$ cat config.mk
export PLATFORM = sky130hd
export DESIGN_NAME = ram_rd_arbiter_2to1
export DESIGN_NICKNAME = d
export VERILOG_FILES = /design/src/rtl/ram_rd_arbiter_2to1.sv
export SDC_FILE = /design/constraint.sdc
export NUM_CORES = 1
export LEC_CHECK = 0
export BUFFER_PORTS_ARGS = -buffer_cell sky130_fd_sc_hd__buf_4
export CORE_AREA = 5 5 120 122
export CTS_CLUSTER_DIAMETER = 100
export DETAILED_ROUTE_END_ITERATION = 10
export DIE_AREA = 0 0 125 127
export SETUP_SLACK_MARGIN = 0.4
export SYNTH_ARGS = -nofsm -noshare
export SYNTH_HDL_FRONTEND = slang
export SYNTH_SLANG_ARGS = --single-unit
$ cat constraint.sdc
create_clock -name aclk -period 1.3 [get_ports aclk]
set_input_delay 0.13 -clock aclk [delete_from_list [all_inputs] [get_ports aclk]]
set_output_delay 0.13 -clock aclk [all_outputs]
set_load 0.05 [all_outputs]
$ cat src/rtl/ram_rd_arbiter_2to1.sv
// Round-robin 2:1 arbiter sharing one AXI4 read port; exactly one burst in flight.
// Latency: AR accepted in IDLE at cycle N -> m_axi_arvalid at N+1; R path is combinational.
// Backpressure: AR held stable until m_axi_arready; R valid/ready pass straight to/from the owner.
module ram_rd_arbiter_2to1 #(
    parameter int AXI_ADDR_WIDTH = 32,
    parameter int AXI_DATA_WIDTH = 64,
    parameter int AXI_ID_WIDTH   = 6
) (
    input  logic                        aclk,
    input  logic                        aresetn,
    input  logic [1:0]                  s_axi_arvalid,
    output logic [1:0]                  s_axi_arready,
    input  logic [2*AXI_ADDR_WIDTH-1:0] s_axi_araddr,
    input  logic [2*AXI_ID_WIDTH-1:0]   s_axi_arid,
    input  logic [15:0]                 s_axi_arlen,
    input  logic [5:0]                  s_axi_arsize,
    input  logic [3:0]                  s_axi_arburst,
    output logic [1:0]                  s_axi_rvalid,
    input  logic [1:0]                  s_axi_rready,
    output logic [AXI_DATA_WIDTH-1:0]   s_axi_rdata,
    output logic [1:0]                  s_axi_rresp,
    output logic                        s_axi_rlast,
    output logic [AXI_ID_WIDTH-1:0]     s_axi_rid,
    output logic [AXI_ADDR_WIDTH-1:0]   m_axi_araddr,
    output logic [AXI_ID_WIDTH-1:0]     m_axi_arid,
    output logic [7:0]                  m_axi_arlen,
    output logic [2:0]                  m_axi_arsize,
    output logic [1:0]                  m_axi_arburst,
    output logic                        m_axi_arvalid,
    input  logic                        m_axi_arready,
    input  logic [AXI_DATA_WIDTH-1:0]   m_axi_rdata,
    input  logic [1:0]                  m_axi_rresp,
    input  logic                        m_axi_rlast,
    input  logic [AXI_ID_WIDTH-1:0]     m_axi_rid,
    input  logic                        m_axi_rvalid,
    output logic                        m_axi_rready,
    output logic [1:0]                  grant
);
    localparam int AW = AXI_ADDR_WIDTH;
    localparam int IW = AXI_ID_WIDTH;

    typedef enum logic [1:0] {
        IDLE = 2'd0,
        ADDR = 2'd1,
        DATA = 2'd2
    } state_t;

    state_t     state_q, state_d;
    logic       prio_q;
    logic [1:0] grant_q;
    logic       win_idx;
    logic       ar_take;
    logic       own_idx;
    logic       r_fire;

    // A tie goes to prio; otherwise the single active requester wins.
    assign win_idx = (&s_axi_arvalid) ? prio_q : s_axi_arvalid[1];
    assign ar_take = aresetn && (state_q == IDLE) && (|s_axi_arvalid);
    assign own_idx = grant_q[1];
    assign r_fire  = (state_q == DATA) && m_axi_rvalid && s_axi_rready[own_idx];

    assign s_axi_arready = ar_take ? {win_idx, ~win_idx} : 2'b00;
    assign m_axi_arvalid = (state_q == ADDR);
    assign m_axi_rready  = (state_q == DATA) && s_axi_rready[own_idx];
    assign s_axi_rvalid  = ((state_q == DATA) && m_axi_rvalid) ? {own_idx, ~own_idx} : 2'b00;
    assign s_axi_rdata   = m_axi_rdata;
    assign s_axi_rresp   = m_axi_rresp;
    assign s_axi_rlast   = m_axi_rlast;
    assign s_axi_rid     = m_axi_rid;
    assign grant         = grant_q;

    always_comb begin
        state_d = state_q;
        case (state_q)
            IDLE:    if (ar_take) state_d = ADDR;
            ADDR:    if (m_axi_arready) state_d = DATA;
            DATA:    if (r_fire && m_axi_rlast) state_d = IDLE;
            default: state_d = IDLE;
        endcase
    end

    always_ff @(posedge aclk) begin
        if (!aresetn) begin
            state_q       <= IDLE;
            prio_q        <= 1'b0;
            grant_q       <= 2'b00;
            m_axi_araddr  <= '0;
            m_axi_arid    <= '0;
            m_axi_arlen   <= '0;
            m_axi_arsize  <= '0;
            m_axi_arburst <= '0;
        end else begin
            state_q <= state_d;
            if (ar_take) begin
                grant_q       <= {win_idx, ~win_idx};
                m_axi_araddr  <= win_idx ? s_axi_araddr[2*AW-1:AW] : s_axi_araddr[AW-1:0];
                m_axi_arid    <= win_idx ? s_axi_arid[2*IW-1:IW]   : s_axi_arid[IW-1:0];
                m_axi_arlen   <= win_idx ? s_axi_arlen[15:8]       : s_axi_arlen[7:0];
                m_axi_arsize  <= win_idx ? s_axi_arsize[5:3]       : s_axi_arsize[2:0];
                m_axi_arburst <= win_idx ? s_axi_arburst[3:2]      : s_axi_arburst[1:0];
            end
            // Priority only moves when a burst finishes, so contention alternates per burst.
            if (r_fire && m_axi_rlast) begin
                grant_q <= 2'b00;
                prio_q  <= ~own_idx;
            end
        end
    end

endmodule

* After elaboration in Yosys (flattened, before gate mapping)
Cells that the tools add are included.
** Operators by class
- Reduce and logical (&&, ||, !) cells :: 11
- Mux-type cells :: 14
- Bitwise operators :: 3
- Equal/unequal tests :: 5
- $lt $le $gt $ge :: 1
** Operator list (number)
- $mux W32 :: 1
- $mux W2 :: 6
- $mux W8 :: 1
- $logic_and A1 B1 Y1 :: 6
- $mux W6 :: 1
- $pmux W2 S3 :: 1
- $ne A2 B1 Y1 const B :: 2
- $reduce_or A2 Y1 :: 2
- $mux W1 :: 3
- $mux W3 :: 1
- $not A1 Y1 :: 3
- $reduce_and A3 Y1 :: 1
- $eq A2 B1 Y1 const B :: 1
- $eq A2 B2 Y1 const B :: 1
- $logic_not A2 Y1 :: 1
- $lt A1 B2 Y1 const B :: 1
- $ne A2 B2 Y1 const B :: 1
- $reduce_and A2 Y1 :: 1
** Word-level totals
- Word-level logic and storage cells :: 42
- Output and inout bits :: 132
- Bits of input ports :: 183
- Register bits after elaboration :: 56

* Logic depth before layout (Yosys ltp)
- Depth in word-level cells :: 6
- Depth in mapped cells :: 5

* Least setup slack after synthesis
No wires, ideal clock.
- Kind :: flip-flop to output port
- Start :: register grant_q[1], in the netlist grant[1]
- End :: output m_axi_rready
- Arrival :: 1593 ps
- Buffers on the path :: 0
- Stages on the path, launching flop included :: 3
- Setup slack :: -423 ps
- Path through :: dfxtp_1 -> mux2i_1 -> nor2_1
** Between the ends
- Cells in the longest elaborated chain, start to end :: 3
** RTL lines
- from (decl) :: line 50 : logic [1:0] grant_q;
- from (signal assigned) :: line 95 : grant_q <= {win_idx, ~win_idx};
- $mux W1 (implied by the code) (2 in series) :: line 64 : assign m_axi_rready = (state_q == DATA) && s_axi_rready[own_idx];
- $logic_and A1 B1 Y1 :: line 64
- to (decl) :: line 36 : output logic m_axi_rready,
No other way between the ends. The select of a mux whose other input is x is not followed.

* Worst setup path after layout
- Start :: register state_q[1]
- End :: register grant_q[0], in the netlist grant[0]
** Between the ends
- Cells in the longest elaborated chain, start to end :: 5
** RTL lines
- from (decl) :: line 48 : state_t state_q, state_d;
- from (signal assigned) :: line 93 : state_q <= state_d;
- $eq A2 B2 Y1 :: line 60 : assign r_fire = (state_q == DATA) && m_axi_rvalid && s_axi_rready[own_idx];
- $logic_and A1 B1 Y1 (2 in series) :: line 60
- $logic_and A1 B1 Y1 :: line 103 : if (r_fire && m_axi_rlast) begin
- $reduce_or A2 Y1 (no source line)
Parallel ways exist; a longest one is shown, timed or not.
A chain may end at the register's enable or synchronous reset.

==> impl_metrics.py <==
metrics = {
    "run_status": {
        "status": "finished, violations left",
        "violations": "setup timing",
    },
    "hold_path": {
        "hold_class": "in -> reg",
        "hp-start": "s_axi_arid[8]",
    },
    "sta": {
        "worst_pin_slew_ns": 0.3723,
        "slew_violations": 0,
        "max_freq_mhz": 669.4,
        "finalCritPeriodShare_pct": 114.9,
        "relSlewSlack_pct": 75.18,
        "finalSetupViolCount": 60,
        "fin_crit_ns": 1.494,
        "rsz0062_at_grt": "yes",
        "hold_violations": 0,
        "timing.setup.tns_ns": -6.160,
        "clock_skew_ns": 0.005885,
        "fin_ws_ns": -0.1938,
    },
    "die": {
        "chipHeight_um": 127,
        "start_util_pct": 23.47,
        "die_area_um2": 15880,
        "core_um2": 13090,
        "num_io_pins": 315,
        "rows": 42,
        "fp.dieW_um": 125,
    },
    "setup_path": {
        "path_class": "reg -> reg",
        "cp_max_fo": 6,
        "crit_path_cell_trace": "nor2_4 -> nand4_1 -> buf_4 -> buf_4 -> buf_4 -> buf_4 -> buf_4 -> a21oi_1",
        "required_ns": 1.53,
        "cp_slowest_cell": "dfxtp_4",
        "critPathCaptureType": "flip-flop",
        "cp-start-kind": "flip-flop",
        "crit_top_cell": "buf_4",
        "startpoint": "state_q[1]$_SDFFE_PN0P_",
        "cpPeakStageDelay_ns": 0.38,
        "crit_arrival_ns": 1.72,
        "r2r-start": "state_q[1]$_SDFFE_PN0P_",
    },
    "clocking": {
        "cts_max_path_buffers": 2,
        "cts_buffers": 5,
        "htreeDepth": 2,
        "clock_tree.root_cell": "clkbuf_16",
        "clkSinkCount": 56,
        "clk_pin_slew_worst_paths_ns": 0.08,
        "cts_hold_buffers": 0,
        "cts_tree": "built",
        "clk_latency_ns": 0.30,
    },
    "power": {
        "p_per_area_nw_per_um2": 1147,
        "p_int_mw": 3.927,
        "leakagePower_nw": 2.494,
        "vdd_drop_max_mv": 0.5354,
        "combPwrFrac_pct": 42.0,
        "swShare_pct": 35.30,
        "p_sw_mw": 2.142,
        "clockPowerShare_pct": 22.7,
        "seqPwrFrac_pct": 35.3,
    },
    "placed_design": {
        "post_dp_cell_area_um2": 4086,
        "gp_congestion": 0.7789,
        "place_inst": 552,
        "port_buffers": 170,
        "dp_hpwl_um": 8917,
    },
    "synth": {
        "postSynthAreaPerCell_um2": 10.41,
        "yosysUniqueCellTypes": 26,
        "yosys.area_share.simple_pct": 3.504,
        "synth_cells": 295,
        "synth_top_family_by_area": "compound AO/OA/AOI/OAI gates",
        "synthAdderAreaFrac_pct": 0,
        "synth-seq-cells": 56,
        "yosysSeqAreaShare_pct": 36.51,
        "syn_area_um2": 3070,
        "synth_xor_xnor_area_share_pct": 0,
        "synth-compound-area-share_pct": 35.21,
        "yosysWarnings": 0,
        "muxShareOfSynthArea_pct": 0.3260,
        "synth_nets": 478,
    },
    "drt": {
        "drtIter0Drc": 163,
        "dr.pass1.iters": 4,
        "detail-route-antenna-nets": 0,
        "drt_wl_total_um": 13440,
        "viasPerCell": 5.227,
        "vias": 3110,
        "post_drt_wl_per_cell_um": 22.59,
        "drcViolationCount": 0,
    },
    "layout": {
        "mostFrequentLayoutCell": "buf_4",
        "area_growth_pct": 72.37,
        "fin_nets": 601,
        "final_cell_count_no_fill": 595,
        "fin_util_pct": 40.45,
        "layout_common_cells": "135 x buf_4, 58 x buf_8, 51 x o311a_1, 51 x a221o_1, 50 x dfxtp_2",
        "diodes": 0,
        "fin_area_um2": 5293,
        "drive_above_1_share_pct": 72.55,
    },
    "global_route": {
        "overflow": 0,
        "grt_use_total_pct": 15.13,
        "grt_pass1_wl_um": 19020,
        "antenna_found_initial": 0,
        "grt_max_degree": 34,
        "first_global_vias": 3229,
    },
    "run": {
        "cap_violations": 0,
    },
}
[metal layers]
layer  routed length (um)  GRT usage (%)  vias up
met1                 4524          15.34     1482
li1                     -              -     1371
met3                 1424          6.344       37
met2                 7140          27.52      220
met5                    0              0        -
met4                  354          6.186        0
[sequential cells by signal, indices dropped and copies added (netlist names)]
signal and flops:
m_axi_araddr 32, m_axi_arid 6, m_axi_arburst 2, grant 2, prio_q 1, m_axi_arlen 8
m_axi_arsize 3, state_q 2
[critical path: cells and delay by family, from the launching register on]
family                 cells  cell delay [ns]
AO/OA/AOI/OAI              1             0.13
buffers and inverters      5             0.65
flip-flops                 1             0.38
AND/OR/NAND/NOR            2             0.26
[synthesized netlist by cell type, drive strengths merged]
| master | number | area share, % |
|---|---|---|
| nor2 | 4 | 0.57 |
| inv | 2 | 0.24 |
| dfxtp | 56 | 37 |
| nand2b | 2 | 0.65 |
| o31ai | 2 | 0.49 |
| and3 | 1 | 0.20 |
| clkbuf | 10 | 1.2 |
| a21oi | 2 | 0.33 |
| a221o | 51 | 17 |
| o311a | 51 | 17 |
| a21boi | 2 | 0.49 |
| nand3b | 1 | 0.24 |
| nand4 | 2 | 0.41 |
| o21ai | 4 | 0.65 |
| nor2b | 2 | 0.41 |
| nand2 | 4 | 0.49 |
| mux2i | 1 | 0.33 |
| or3b | 1 | 0.29 |
| or4 | 1 | 0.24 |
| buf | 96 | 23 |
[per-stage QoR]
step | hold slack [ns] | worst slack (ns) | power (mW)
floorplan | 0.2661 | 0.05088 | 3.871
global placement | 0.2603 | 0.002164 | 4.001
detailed placement | 0.2603 | -0.03346 | 4.019
CTS | 0.02987 | -0.1406 | 6.017
global route | 0.03188 | -0.2433 | 6.324
finish | 0.04633 | -0.1938 | 6.069
[power by group through the flow]
stage	sequential, mW	clock (mW)	combinational (mW)
floorplan	2.67	0	1.20
global placement	2.07	0	1.93
detailed placement	2.07	0	1.95
CTS	2.14	1.45	2.43
global route	2.17	1.51	2.65
finish	2.14	1.38	2.55
[cells by family (layout without fill, tap and decap cells)]
group,count (synthesis),after routing
AO/OA/AOI/OAI,112,112
buffers and inverters,108,232
flip-flops,56,56
AND/OR/NAND/NOR,18,18
multiplexers,1,1
[what timing repair did]
| action | in CTS | in global routing |
|---|---|---|
| buffers inserted | 20 | 7 |
| endpoints found under the setup margin | 115 | 115 |
| resized for setup | 190 | 17 |
| pin swaps | 9 | 43 |
| hold endpoints to repair | 0 | 0 |
| gates cloned | 3 | 5 |
[area by class of cell]
cell class                      count  area (um2)
Timing Repair Buffer              222        2416
Tap cell                          176       220.2
Fill cell                        1222        7792
Clock inverter                      3       18.77
Sequential cell                    56        1206
Multi-Input combinational cell    131        1299
Inverter                            2       7.507
Clock buffer                        5       125.1
[final timing paths]
path	endpoint	slack, ns	cells after the start
setup reg to reg	grant[0]$_SDFFE_PP0N_	-0.19	8
hold reg to reg	grant[0]$_SDFFE_PP0N_	0.53	2
hold / removal	m_axi_arid[2]$_SDFFE_PN0N_	0.05	2
setup / recovery	grant[0]$_SDFFE_PP0N_	-0.19	8
Power figures use the tool's default switching activity.
